[src/rtl/vga_text_renderer.sv]
// Text-mode pixel generator: 80x30 characters of 8x16 glyphs with a blinking underline cursor.
// Five-stage fetch pipeline (VRAM address, VRAM data, font address, font data, pixel), syncs delayed to match.
module vga_text_renderer #(
    parameter int H_ACTIVE  = 640,
    parameter int V_ACTIVE  = 480,
    parameter int BLINK_BIT = 5
) (
    input  logic        PIXEL_CLOCK,
    input  logic        RESET,
    input  logic [9:0]  SCREEN_X,
    input  logic [9:0]  SCREEN_Y,
    input  logic        ON_SCREEN,
    input  logic        Hs,
    input  logic        Vs,
    output logic [11:0] VRAM_ADDR,
    input  logic [7:0]  VRAM_DATA,
    output logic [11:0] FONT_ADDR,
    input  logic [7:0]  FONT_DATA,
    input  logic        CURSOR_EN,
    input  logic [6:0]  CURSOR_COL,
    input  logic [4:0]  CURSOR_ROW,
    output logic        PIXEL_OUT,
    output logic        HS_OUT,
    output logic        VS_OUT,
    output logic        DE_OUT
);

    localparam logic [9:0] H_LIM = 10'(H_ACTIVE);
    localparam logic [9:0] V_LIM = 10'(V_ACTIVE);

    logic [6:0]  col;
    logic [5:0]  row;
    logic        in_view;
    logic [11:0] char_addr;
    logic        cursor_hit;

    logic [3:0][2:0] x_pipe;
    logic [1:0][3:0] y_pipe;
    logic [3:0]      hit_pipe;
    logic [3:0]      hs_pipe;
    logic [3:0]      vs_pipe;
    logic [3:0]      de_pipe;
    logic [5:0]      frame_cnt;

    assign col     = SCREEN_X[9:3];
    assign row     = SCREEN_Y[9:4];
    assign in_view = (SCREEN_X < H_LIM) && (SCREEN_Y < V_LIM);

    // row*80 as row*64 + row*16
    assign char_addr = {row, 6'b0} + {2'b0, row, 4'b0} + {5'b0, col};

    assign cursor_hit = CURSOR_EN && (col == CURSOR_COL) && (row == {1'b0, CURSOR_ROW})
                        && (SCREEN_Y[3:0] >= 4'd14);

    always_ff @(posedge PIXEL_CLOCK) begin
        if (RESET) begin
            VRAM_ADDR <= '0;
            FONT_ADDR <= '0;
            PIXEL_OUT <= 1'b0;
            x_pipe    <= '0;
            y_pipe    <= '0;
            hit_pipe  <= '0;
            hs_pipe   <= '1;
            vs_pipe   <= '1;
            de_pipe   <= '0;
            frame_cnt <= '0;
        end else begin
            VRAM_ADDR <= in_view ? char_addr : '0;
            x_pipe    <= {x_pipe[2:0], SCREEN_X[2:0]};
            y_pipe    <= {y_pipe[0], SCREEN_Y[3:0]};
            hit_pipe  <= {hit_pipe[2:0], cursor_hit};
            // sync inputs already lag the coordinates by one cycle, so four stages realign them
            hs_pipe   <= {hs_pipe[2:0], Hs};
            vs_pipe   <= {vs_pipe[2:0], Vs};
            de_pipe   <= {de_pipe[2:0], ON_SCREEN};
            FONT_ADDR <= {VRAM_DATA, y_pipe[1]};
            PIXEL_OUT <= (FONT_DATA[3'd7 - x_pipe[3]] | (hit_pipe[3] & frame_cnt[BLINK_BIT]))
                         & de_pipe[2];
            if (SCREEN_X == '0 && SCREEN_Y == '0)
                frame_cnt <= frame_cnt + 6'd1;
        end
    end

    assign HS_OUT = hs_pipe[3];
    assign VS_OUT = vs_pipe[3];
    assign DE_OUT = de_pipe[3];

endmodule

[config.mk]
export PLATFORM = sky130hd
export DESIGN_NAME = vga_text_renderer
export DESIGN_NICKNAME = d
export VERILOG_FILES = /design/src/rtl/vga_text_renderer.sv
export SDC_FILE = /design/constraint.sdc
export NUM_CORES = 1
export LEC_CHECK = 0
export CAP_MARGIN = 20
export CELL_PAD_IN_SITES_DETAIL_PLACEMENT = 0
export CELL_PAD_IN_SITES_GLOBAL_PLACEMENT = 1
export CORE_MARGIN = 3
export CORE_UTILIZATION = 37
export DETAILED_ROUTE_END_ITERATION = 10
export GPL_TIMING_DRIVEN = 0
export HOLD_SLACK_MARGIN = 0.06
export PLACE_DENSITY = 0.9
export SLEW_MARGIN = 20
export SYNTH_ARGS = -nofsm -noshare
export SYNTH_HDL_FRONTEND = slang
export SYNTH_SLANG_ARGS = --single-unit
[constraint.sdc]
create_clock -name PIXEL_CLOCK -period 3 [get_ports PIXEL_CLOCK]
set_input_delay 0.3 -clock PIXEL_CLOCK [delete_from_list [all_inputs] [get_ports PIXEL_CLOCK]]
set_output_delay 0.3 -clock PIXEL_CLOCK [all_outputs]
set_load 0.005 [all_outputs]
==> results.md, run 1 <==
* DP Area at 3420 um^2
* Dpl hpwl at 3730 um
* Clock tree buffer depth at 2
* Fraction of layout cells with a size suffix above 1 at 0.0892
* Compound-Gate Fraction of Synth Area at 0.0562
* Syn_area_per_cell at 11.0 um^2
* First-pass GRT wire length at 7810 um
* Die height at 88.5 um
* Post-Synth Simple-Gate Area at 0.234
* Post-Syn Area at 2520 um^2
* Syn nets at 297
* CTS sink count at 67
* Latest clock arrival within the worst-skew pair at 320 ps
* Final wirelength at 4890 um
* # rows at 29
* Congestion Overflow GR at 0
* Crit path DAT at 2710 ps
* Port Buffers at 81
* WS Path Type: primary input to register
* Yosys top cell by area: dfxtp_1
* Post-synthesis cell type count at 35
* Ys async rst share at 0
* Post-synth EDFFs at 0
* Share of the synthesized area in the top cell type at 0.533
* NumNets Final at 389
* Skew final at 8.31 ps
* PnR worst setup slack at 505 ps
* Layout Area Growth over Synthesis at 42.8%
* Crit path time final at 2500 ps
* YS warnings at 0
* Static Leak at 1.35 nW
* Largest family of logic cells by synthesized area: simple AND/OR/NAND/NOR gates
* Max cap viols at 0
* Root buf cell: clkbuf_8
* CTS tree: done
* Seq/Total Area, Yosys at 0.533
* Post-route design area at 3590 um^2
* Core area at 6460 um^2
* Synth Area in Adders at 0.0756
* Reg clk slew, reported paths at 70 ps
* Total track usage at 0.130
* Post-CTS setup buffer count at 0
* Final setup TNS at 0 ps
* Die X-Extent at 88.5 um
* Status: complete, no violations
* Final max-slew violation count at 0
* Top-Level Pins at 82
* Yosys reg bits at 67
* Period utilization at 0.832
* Fin util at 0.556
* XOR/XNOR Fraction of Synth Area at 0.0453
* Slew HR at 0.718
* Largest net degree at the start of global routing at 13
* Power density over the cells at 502 nW/um^2
* Hold WC Path Type: register to register
* Vias in the first global route at 1857
* Die area at 7830 um^2
* CTS Buf Count at 9
* Final hold viol count at 0
* Fmax at 401 MHz
* Mux cell area share after synthesis at 0.0348
* CP startpoint kind: primary input
* Ranking of synthesized cells by area: dfxtp_1 53%, nor2b_1 11%, ha_1 6.0%, xnor2_1 4.5%, or2_2 2.0%
* CTS Hold Bufs at 0
* Drc violations at 0
* Setup crit end kind: register
* First drt pass iteration count at 5
* DP Worst Slack at 168 ps
* RSZ-0062 raised after global routing: no
* Main synth FF type: dfxtp_1
* Drt wl/cell at 12.2 um
* # setup viols final at 0
* CP max FO at 4
* Worst VDD drop at 0.218 mV
* Worst path required time at 3220 ps
* Slew @ Worst Pin at 423 ps
* Initial drt markers at 53
* Htree depth at 3
* Vias per cell at 4.66
* Initial antenna violation count at 0
* DR vias at 1875
* Initial Utilization at 0.390
* GPL Wtd Cong at 0.807
* Resize count post-CTS at 0
* Ant diodes at 0
* Gate Count Post-Synth at 229
* Post-DRT Antenna Nets at 0
cell usage after synthesis (all sizes together) (3+ instances only):
| cell type | n |
|---|---|
| a211oi | 4 |
| a21oi | 5 |
| and2 | 7 |
| clkbuf | 6 |
| dfxtp | 67 |
| ha | 12 |
| inv | 7 |
| nand2 | 4 |
| nand3 | 4 |
| nand4 | 5 |
| nor2 | 7 |
| nor2b | 43 |
| nor3 | 3 |
| nor4 | 7 |
| o21ai | 5 |
| or2 | 8 |
| xnor2 | 13 |
through the flow:
step / hold slack [ps] / power (W) / cells
after floorplan: 389 / 0.00105 / 229
after global placement: 392 / 0.00119 / 387
after detailed placement: 393 / 0.00119 / 387
after CTS: 415 / 0.00183 / 402
after global routing: 430 / 0.00189 / 402
final: 411 / 0.00180 / 402
per-layer routing:
layer / part of all wire / up-vias / GRT usage
li1: - / 952 / -
met1: 0.43 / 846 / 0.144
met2: 0.46 / 74 / 0.221
met3: 0.10 / 3 / 0.0531
met5: 0 / - / 0
met4: 0.0041 / 0 / 0.0536
sequential cells by signal, indices dropped and copies added (netlist names):
signal	cells
de_pipe	4
hs_pipe	4
PIXEL_OUT	1
vs_pipe	4
x_pipe	12
y_pipe	8
hit_pipe	4
frame_cnt	6
VRAM_ADDR	12
FONT_ADDR	12
where the power goes:
part,internal (W),switching [W]
Combinational,0.000148,0.0000948
Clock,0.000299,0.000335
Sequential,0.000920,0.00000652
worst max-delay path, cell delays in order:
cell and delay (ps):
clkdlybuf4s50_1 590, inv_1 100, fa_1 510, inv_1 70
fa_1 490, a211oi_1 340, o21bai_1 120, a21oi_1 150
nor2_1 50
worst paths after layout:
| check | endpoint | cells after the start | start | slack, ps |
|---|---|---|---|---|
| hold reg to reg | hs_pipe[3] | 1 | hs_pipe[2] | 410 |
| setup / recovery | VRAM_ADDR[11] | 9 | SCREEN_Y[4] | 500 |
| hold / removal | hs_pipe[3] | 1 | hs_pipe[2] | 410 |
| setup reg to reg | frame_cnt[2] | 4 | frame_cnt[0] | 1680 |
cell families (layout without fill, tap and decap cells):
family	count (synthesis)	after routing
simple gates	93	93
compound gates	22	22
mux	6	6
xor+xnor	13	13
buf+inv	14	110
fa+ha+maj	14	14
flops	67	67
cell usage in the layout (no fill, tap or decap), drive strengths merged, types with 3 or more instances in the layout:
cell type	instances
a211oi	4
a21oi	5
nand3	4
nor4	7
clkinv	3
inv	7
dfxtp	67
xnor2	13
clkbuf	16
ha	12
o21ai	5
nor2b	43
nand4	5
or2	8
nor2	7
clkdlybuf4s50	81
and2	7
nand2	4
nor3	3
area by class of cell:
class,instances,area [um^2]
Fill cell,586,2870
Sequential cell,67,1340
Clock buffer,10,128
Clock inverter,5,41.3
Timing Repair Buffer,81,811
Buffer,7,26.3
Multi-Input combinational cell,148,1120
Inverter,7,26.3
Tap cell,77,96.3
Note: power is estimated with default switching activity, not from simulation.
==> run 2: changes to the inputs <==
--- a/config.mk
+++ b/config.mk
@@ -9,11 +9,11 @@
 export CELL_PAD_IN_SITES_DETAIL_PLACEMENT = 0
 export CELL_PAD_IN_SITES_GLOBAL_PLACEMENT = 1
 export CORE_MARGIN = 3
-export CORE_UTILIZATION = 37
+export CORE_UTILIZATION = 34
 export DETAILED_ROUTE_END_ITERATION = 10
 export GPL_TIMING_DRIVEN = 0
 export HOLD_SLACK_MARGIN = 0.06
-export PLACE_DENSITY = 0.9
+export PLACE_DENSITY = 0.84
 export SLEW_MARGIN = 20
 export SYNTH_ARGS = -nofsm -noshare
 export SYNTH_HDL_FRONTEND = slang
==> constraint.sdc (replaced) <==
create_clock -name PIXEL_CLOCK -period 2.59 [get_ports PIXEL_CLOCK]
set_input_delay 0.259 -clock PIXEL_CLOCK [delete_from_list [all_inputs] [get_ports PIXEL_CLOCK]]
set_output_delay 0.259 -clock PIXEL_CLOCK [all_outputs]
set_load 0.005 [all_outputs]
==> results.md, run 2 (synthesis gave the netlist of run 1 again) <==
* WS Path Type: primary input to register
* CTS Buf Count at 9 (unchanged)
* Total track usage at 0.129 (-0.00131)
* CTS tree: done
* Hold WC Path Type: register to register
* Initial drt markers at 59 (+11%)
* Drt wl/cell at 12.1 um (-0.43%)
* Post-DRT Antenna Nets at 0 (unchanged)
* Vias in the first global route at 1881 (+1.3%)
* NumNets Final at 389 (unchanged)
* Resize count post-CTS at 0 (unchanged)
* Most used cell, CP: inv_1
* Final hold viol count at 0 (unchanged)
* Max cap viols at 0 (unchanged)
* Vias per cell at 4.52 (-3.1%)
* Hold Path Depth at 1 (unchanged)
* # setup viols final at 0 (unchanged)
* Post-CTS setup buffer count at 0 (unchanged)
* Dpl hpwl at 3930 um (+5.3%)
* Worst hold endpoint: vs_pipe[1]
* Die height at 92.0 um (+4.0%)
* Total power at 0.00234 W (+30%)
* Top-Level Pins at 82 (unchanged)
* Worst path required time at 2860 ps (-360 ps)
* First drt pass iteration count at 3 (-2)
* Crit path time final at 2380 ps
* CTS Hold Bufs at 0 (unchanged)
* Htree depth at 3 (unchanged)
* Worst path max stage delay at 590 ps (about the same)
* Reg clk slew, reported paths at 80 ps (about the same)
* Final setup TNS at 0 ps (unchanged)
* CP max FO at 4 (unchanged)
* CTS sink count at 67 (unchanged)
* Top cell family by delay on the critical path: adder cells
* Power density over the cells at 635 nW/um^2 (+26%)
* GPL Wtd Cong at 0.780 (-3.4%)
* Port Buffers at 81 (unchanged)
* DP Area at 3450 um^2 (+0.69%)
* Initial antenna violation count at 0 (unchanged)
* Commonest non-fill, non-tap cells in the layout: 81 x clkdlybuf4s50_1, 67 x dfxtp_1, 43 x nor2b_1, 13 x xnor2_1, 12 x ha_1
* Fmax at 419 MHz
* Post-route design area at 3680 um^2 (+2.5%)
* Static Leak at 1.39 nW (+2.5%)
* Largest registers: FONT_ADDR (12), VRAM_ADDR (12), x_pipe (12)
* Fraction of layout cells with a size suffix above 1 at 0.0982 (+0.00893)
* Core area at 6980 um^2 (+8.1%)
* Most common cell after layout, fill and taps aside: clkdlybuf4s50_1
* Slowest stage cell, crit path: clkdlybuf4s50_1
* Slew HR at 0.701 (-0.0168)
* Die area at 8470 um^2 (+8.2%)
* Reg2Reg Launch Point: frame_cnt[0]
* RSZ-0062 raised after global routing: no
* Crit path DAT at 2650 ps (-60 ps)
* Clock tree buffer depth at 2 (unchanged)
* Hold_sp: vs_pipe[0]
* Final wirelength at 5110 um (+4.5%)
* Die X-Extent at 92.0 um (+4.0%)
* Largest net degree at the start of global routing at 13 (unchanged)
* Status: complete, no violations
* # rows at 30 (+3.4%)
* Initial Utilization at 0.360 (-0.0292)
* Latest clock arrival within the worst-skew pair at 340 ps (+20 ps)
* Layout Area Growth over Synthesis at 46.4%
* Critical path cell sequence: clkdlybuf4s50_1 > inv_1 > fa_1 > inv_1 > ha_1 > a211oi_2 > o21bai_1 > a21oi_1 > mux2i_1
* Slew @ Worst Pin at 448 ps (+25.2 ps)
* Worst VDD drop at 0.294 mV (+35%)
* R2R Path End: frame_cnt[2]
* R2R depth at 4 (unchanged)
* Root buf cell: clkbuf_8
* Skew final at 7.45 ps (-0.867 ps)
* Ant diodes at 0 (unchanged)
* First-pass GRT wire length at 8450 um (+8.1%)
* Congestion Overflow GR at 0 (unchanged)
* Setup crit end kind: register
* CP startpoint kind: primary input
* Period utilization at 0.921
* DR vias at 1908 (+1.8%)
* Final max-slew violation count at 0 (unchanged)
* R2R Setup Slk at 1290 ps (-390 ps)
* WP buf/inv at 3 (unchanged)
* Drc violations at 0 (unchanged)
-- run 2: cell types whose count changed in the layout (fill, tap and decap cells not counted), sizes merged --
cell / previous run / this run
bufinv: 0 / 2
inv: 7 / 8
clkbuf: 16 / 17
clkinv: 3 / 1
clkinvlp: 2 / 1
-- run 2: final cells by class --
cell class,count,area [um^2]
fill,671,3300
buffer,7,26.3
timing repair buffer,81,811
tap,96,120
clock inverter,5,85.1
inverter,7,26.3
clock buffer,11,141
multi-input combinational,148,1130
sequential,67,1340
-- run 2: where the power goes --
group          total [W]  switching [W]  leakage (nW)  internal (W)
Sequential       0.00107     0.00000756         0.549       0.00107
Clock           0.000975       0.000402         0.110      0.000574
Combinational   0.000291       0.000116         0.728      0.000175
-- run 2: worst max path at each step --
stage	startpoint	endpoint	slack, ps	cells after the start
2_1_floorplan	SCREEN_X[9]	VRAM_ADDR[11]	570	8
3_3_place_gp	SCREEN_Y[4]	VRAM_ADDR[11]	-200	9
3_5_place_dp	SCREEN_Y[4]	VRAM_ADDR[10]	-190	9
4_1_cts	SCREEN_Y[4]	VRAM_ADDR[10]	150	9
5_1_grt	SCREEN_Y[4]	VRAM_ADDR[10]	40	9
6_report	SCREEN_Y[4]	VRAM_ADDR[10]	210	9
-- run 2: through the flow --
stage,util,std cells,hold WS (ps),setup slack [ps]
after floorplan,-,229,363,567
after global placement,0.494,406,392,-204
after detailed placement,0.494,406,398,-191
after CTS,0.526,422,417,150
after global routing,0.528,422,422,41.7
final,0.528,422,414,206
-- run 2: routing by layer --
layer	up-vias	wire length, um	GRT usage	share of wire
met3	4	533	0.0648	0.10
met1	871	2250	0.149	0.44
met4	0	44	0.0483	0.0086
met5	-	0	0	0
met2	74	2280	0.203	0.45
li1	959	-	-	-
==> run 3: changes to the inputs <==
--- a/config.mk
+++ b/config.mk
@@ -8,7 +8,6 @@
 export CAP_MARGIN = 20
 export CELL_PAD_IN_SITES_DETAIL_PLACEMENT = 0
 export CELL_PAD_IN_SITES_GLOBAL_PLACEMENT = 1
-export CORE_MARGIN = 3
 export CORE_UTILIZATION = 34
 export DETAILED_ROUTE_END_ITERATION = 10
 export GPL_TIMING_DRIVEN = 0
==> results.md, run 3 (synthesis gave the netlist of run 1 again) <==
* CP startpoint kind: primary input
* Commonest non-fill, non-tap cells in the layout: 81 x clkdlybuf4s50_1, 67 x dfxtp_1, 43 x nor2b_1, 13 x xnor2_1, 12 x ha_1
* Static Leak at 1.37 nW (-1.3%)
* Crit path time final at 2410 ps (+30.7 ps)
* Ant diodes at 0 (unchanged)
* R2R Setup Slk at 1270 ps (-20 ps)
* Final wirelength at 4840 um (-5.4%)
* Post-DRT Antenna Nets at 0 (unchanged)
* Fmax at 414 MHz (-1.3%)
* Most common cell after layout, fill and taps aside: clkdlybuf4s50_1
* Top-Level Pins at 82 (unchanged)
* DP Area at 3450 um^2 (unchanged)
* NumNets Final at 389 (unchanged)
* Final hold viol count at 0 (unchanged)
* RSZ-0062 raised after global routing: no
* Vias in the first global route at 1731 (-8.0%)
* Root buf cell: clkbuf_8
* Port Buffers at 81 (unchanged)
* GPL Wtd Cong at 0.748 (-4.0%)
* Congestion Overflow GR at 0 (unchanged)
* # rows at 30 (unchanged)
* Core area at 6980 um^2 (unchanged)
* Largest registers: FONT_ADDR (12), VRAM_ADDR (12), x_pipe (12)
* Layout Area Growth over Synthesis at 44.6%
* Initial drt markers at 41 (-31%)
* Clock tree buffer depth at 2 (unchanged)
* CTS Hold Bufs at 0 (unchanged)
* Worst VDD drop at 0.234 mV (-21%)
* Post-route design area at 3640 um^2 (-1.3%)
* First-pass GRT wire length at 7820 um (-7.4%)
* CTS tree: done
* Drc violations at 0 (unchanged)
* Crit path DAT at 2640 ps (about the same)
* Fraction of layout cells with a size suffix above 1 at 0.0982 (unchanged)
* Met1 track demand over resource at 0.163 (+0.0144)
* GR met2 Demand/Resource at 0.209 (+0.00614)
* Skew final at 4.92 ps (-2.53 ps)
* Htree depth at 3 (unchanged)
* Grt peak-use layer: met2
* # setup viols final at 0 (unchanged)
* Dpl hpwl at 3700 um (-5.8%)
* CTS sink count at 67 (unchanged)
* DR vias at 1886 (-1.2%)
* Max cap viols at 0 (unchanged)
* Status: complete, no violations
* WS Path Type: primary input to register
* Hold WC Path Type: register to register
* Initial antenna violation count at 0 (unchanged)
* Latest clock arrival within the worst-skew pair at 330 ps (about the same)
* Power density over the cells at 591 nW/um^2 (-6.9%)
* Vias per cell at 4.47 (-1.2%)
* Met3 usage at 0.0660 (+0.00117)
* Slew @ Worst Pin at 449 ps (+1.36 ps)
* Setup crit end kind: register
* Slew HR at 0.700 (-0.000906)
* Reg clk slew, reported paths at 70 ps (about the same)
* Final max-slew violation count at 0 (unchanged)
* Final setup TNS at 0 ps (unchanged)
* CTS Buf Count at 9 (unchanged)
* Period utilization at 0.932 (+0.0119)
* Total track usage at 0.135 (+0.00615)
* Die area at 7750 um^2 (-8.5%)
* Drt wl/cell at 11.5 um (-5.4%)
* Worst path required time at 2820 ps (-40 ps)
* First drt pass iteration count at 4 (+1)
* Die height at 88.0 um (-4.3%)
* CP max FO at 4 (unchanged)
* FILL cells at 666 (-0.75%)
* Initial Utilization at 0.360 (unchanged)
* Die X-Extent at 88.0 um (-4.3%)
* Largest net degree at the start of global routing at 14 (+1)
-- run 3: changes by cell type in the layout (fill, tap and decap cells not counted), sizes merged --
cell / previous run / this run
clkinv: 1 / 3
bufinv: 2 / 0
clkbuf: 17 / 16
inv: 8 / 9
-- run 3: stage by stage --
stage / worst slack [ps] / utilization / power (W) / cells / hold slack (ps)
finish: 175 / 0.521 / 0.00215 / 422 / 411
global route: 11.6 / 0.521 / 0.00227 / 422 / 425
CTS: 152 / 0.520 / 0.00218 / 422 / 414
detailed placement: -218 / 0.494 / 0.00138 / 406 / 397
global placement: -199 / 0.494 / 0.00138 / 406 / 391
floorplan: 567 / - / 0.00122 / 229 / 363
-- run 3: what timing repair did --
action	4_1_cts	5_1_grt
setup buffers	0	0
setup endpoints to repair	0	1
gates resized for setup	0	1
-- run 3: path summary, 6_finish.rpt --
path	depth (start not counted)	from	endpoint
min reg2reg	1	vs_pipe[2]	vs_pipe[3]
max	9	SCREEN_Y[4]	VRAM_ADDR[11]
max reg2reg	4	frame_cnt[0]	frame_cnt[2]
min	1	vs_pipe[2]	vs_pipe[3]
-- run 3: final cells by class --
type | instances | area, um^2 | area share
multi-input combinational | 148 | 1130 | 0.310
sequential | 67 | 1340 | 0.369
clock inverter | 6 | 47.5 | 0.0131
timing repair buffer | 81 | 811 | 0.223
tap | 96 | 120 | 0.0330
clock buffer | 10 | 138 | 0.0378
buffer | 7 | 26.3 | 0.00722
inverter | 7 | 26.3 | 0.00722
-- run 3: per-layer routing --
layer / routed length, um / part of all wire
met3: 544 / 0.11
met2: 2160 / 0.45
met4: 15 / 0.0031
met1: 2120 / 0.44
met5: 0 / 0
-- run 3: power breakdown --
part	internal (W)	total, W	switching (W)
Combinational	0.000173	0.000285	0.000112
Sequential	0.00107	0.00107	0.00000794
Clock	0.000381	0.000791	0.000410
Total	0.00162	0.00215	0.000530
-- run 3: critical path, stage by stage --
cell and delay (ps):
clkdlybuf4s50_1 590, inv_1 110, fa_1 510, inv_1 70
fa_1 480, a211oi_1 320, o21bai_1 110, a21oi_1 150
nor2_1 50
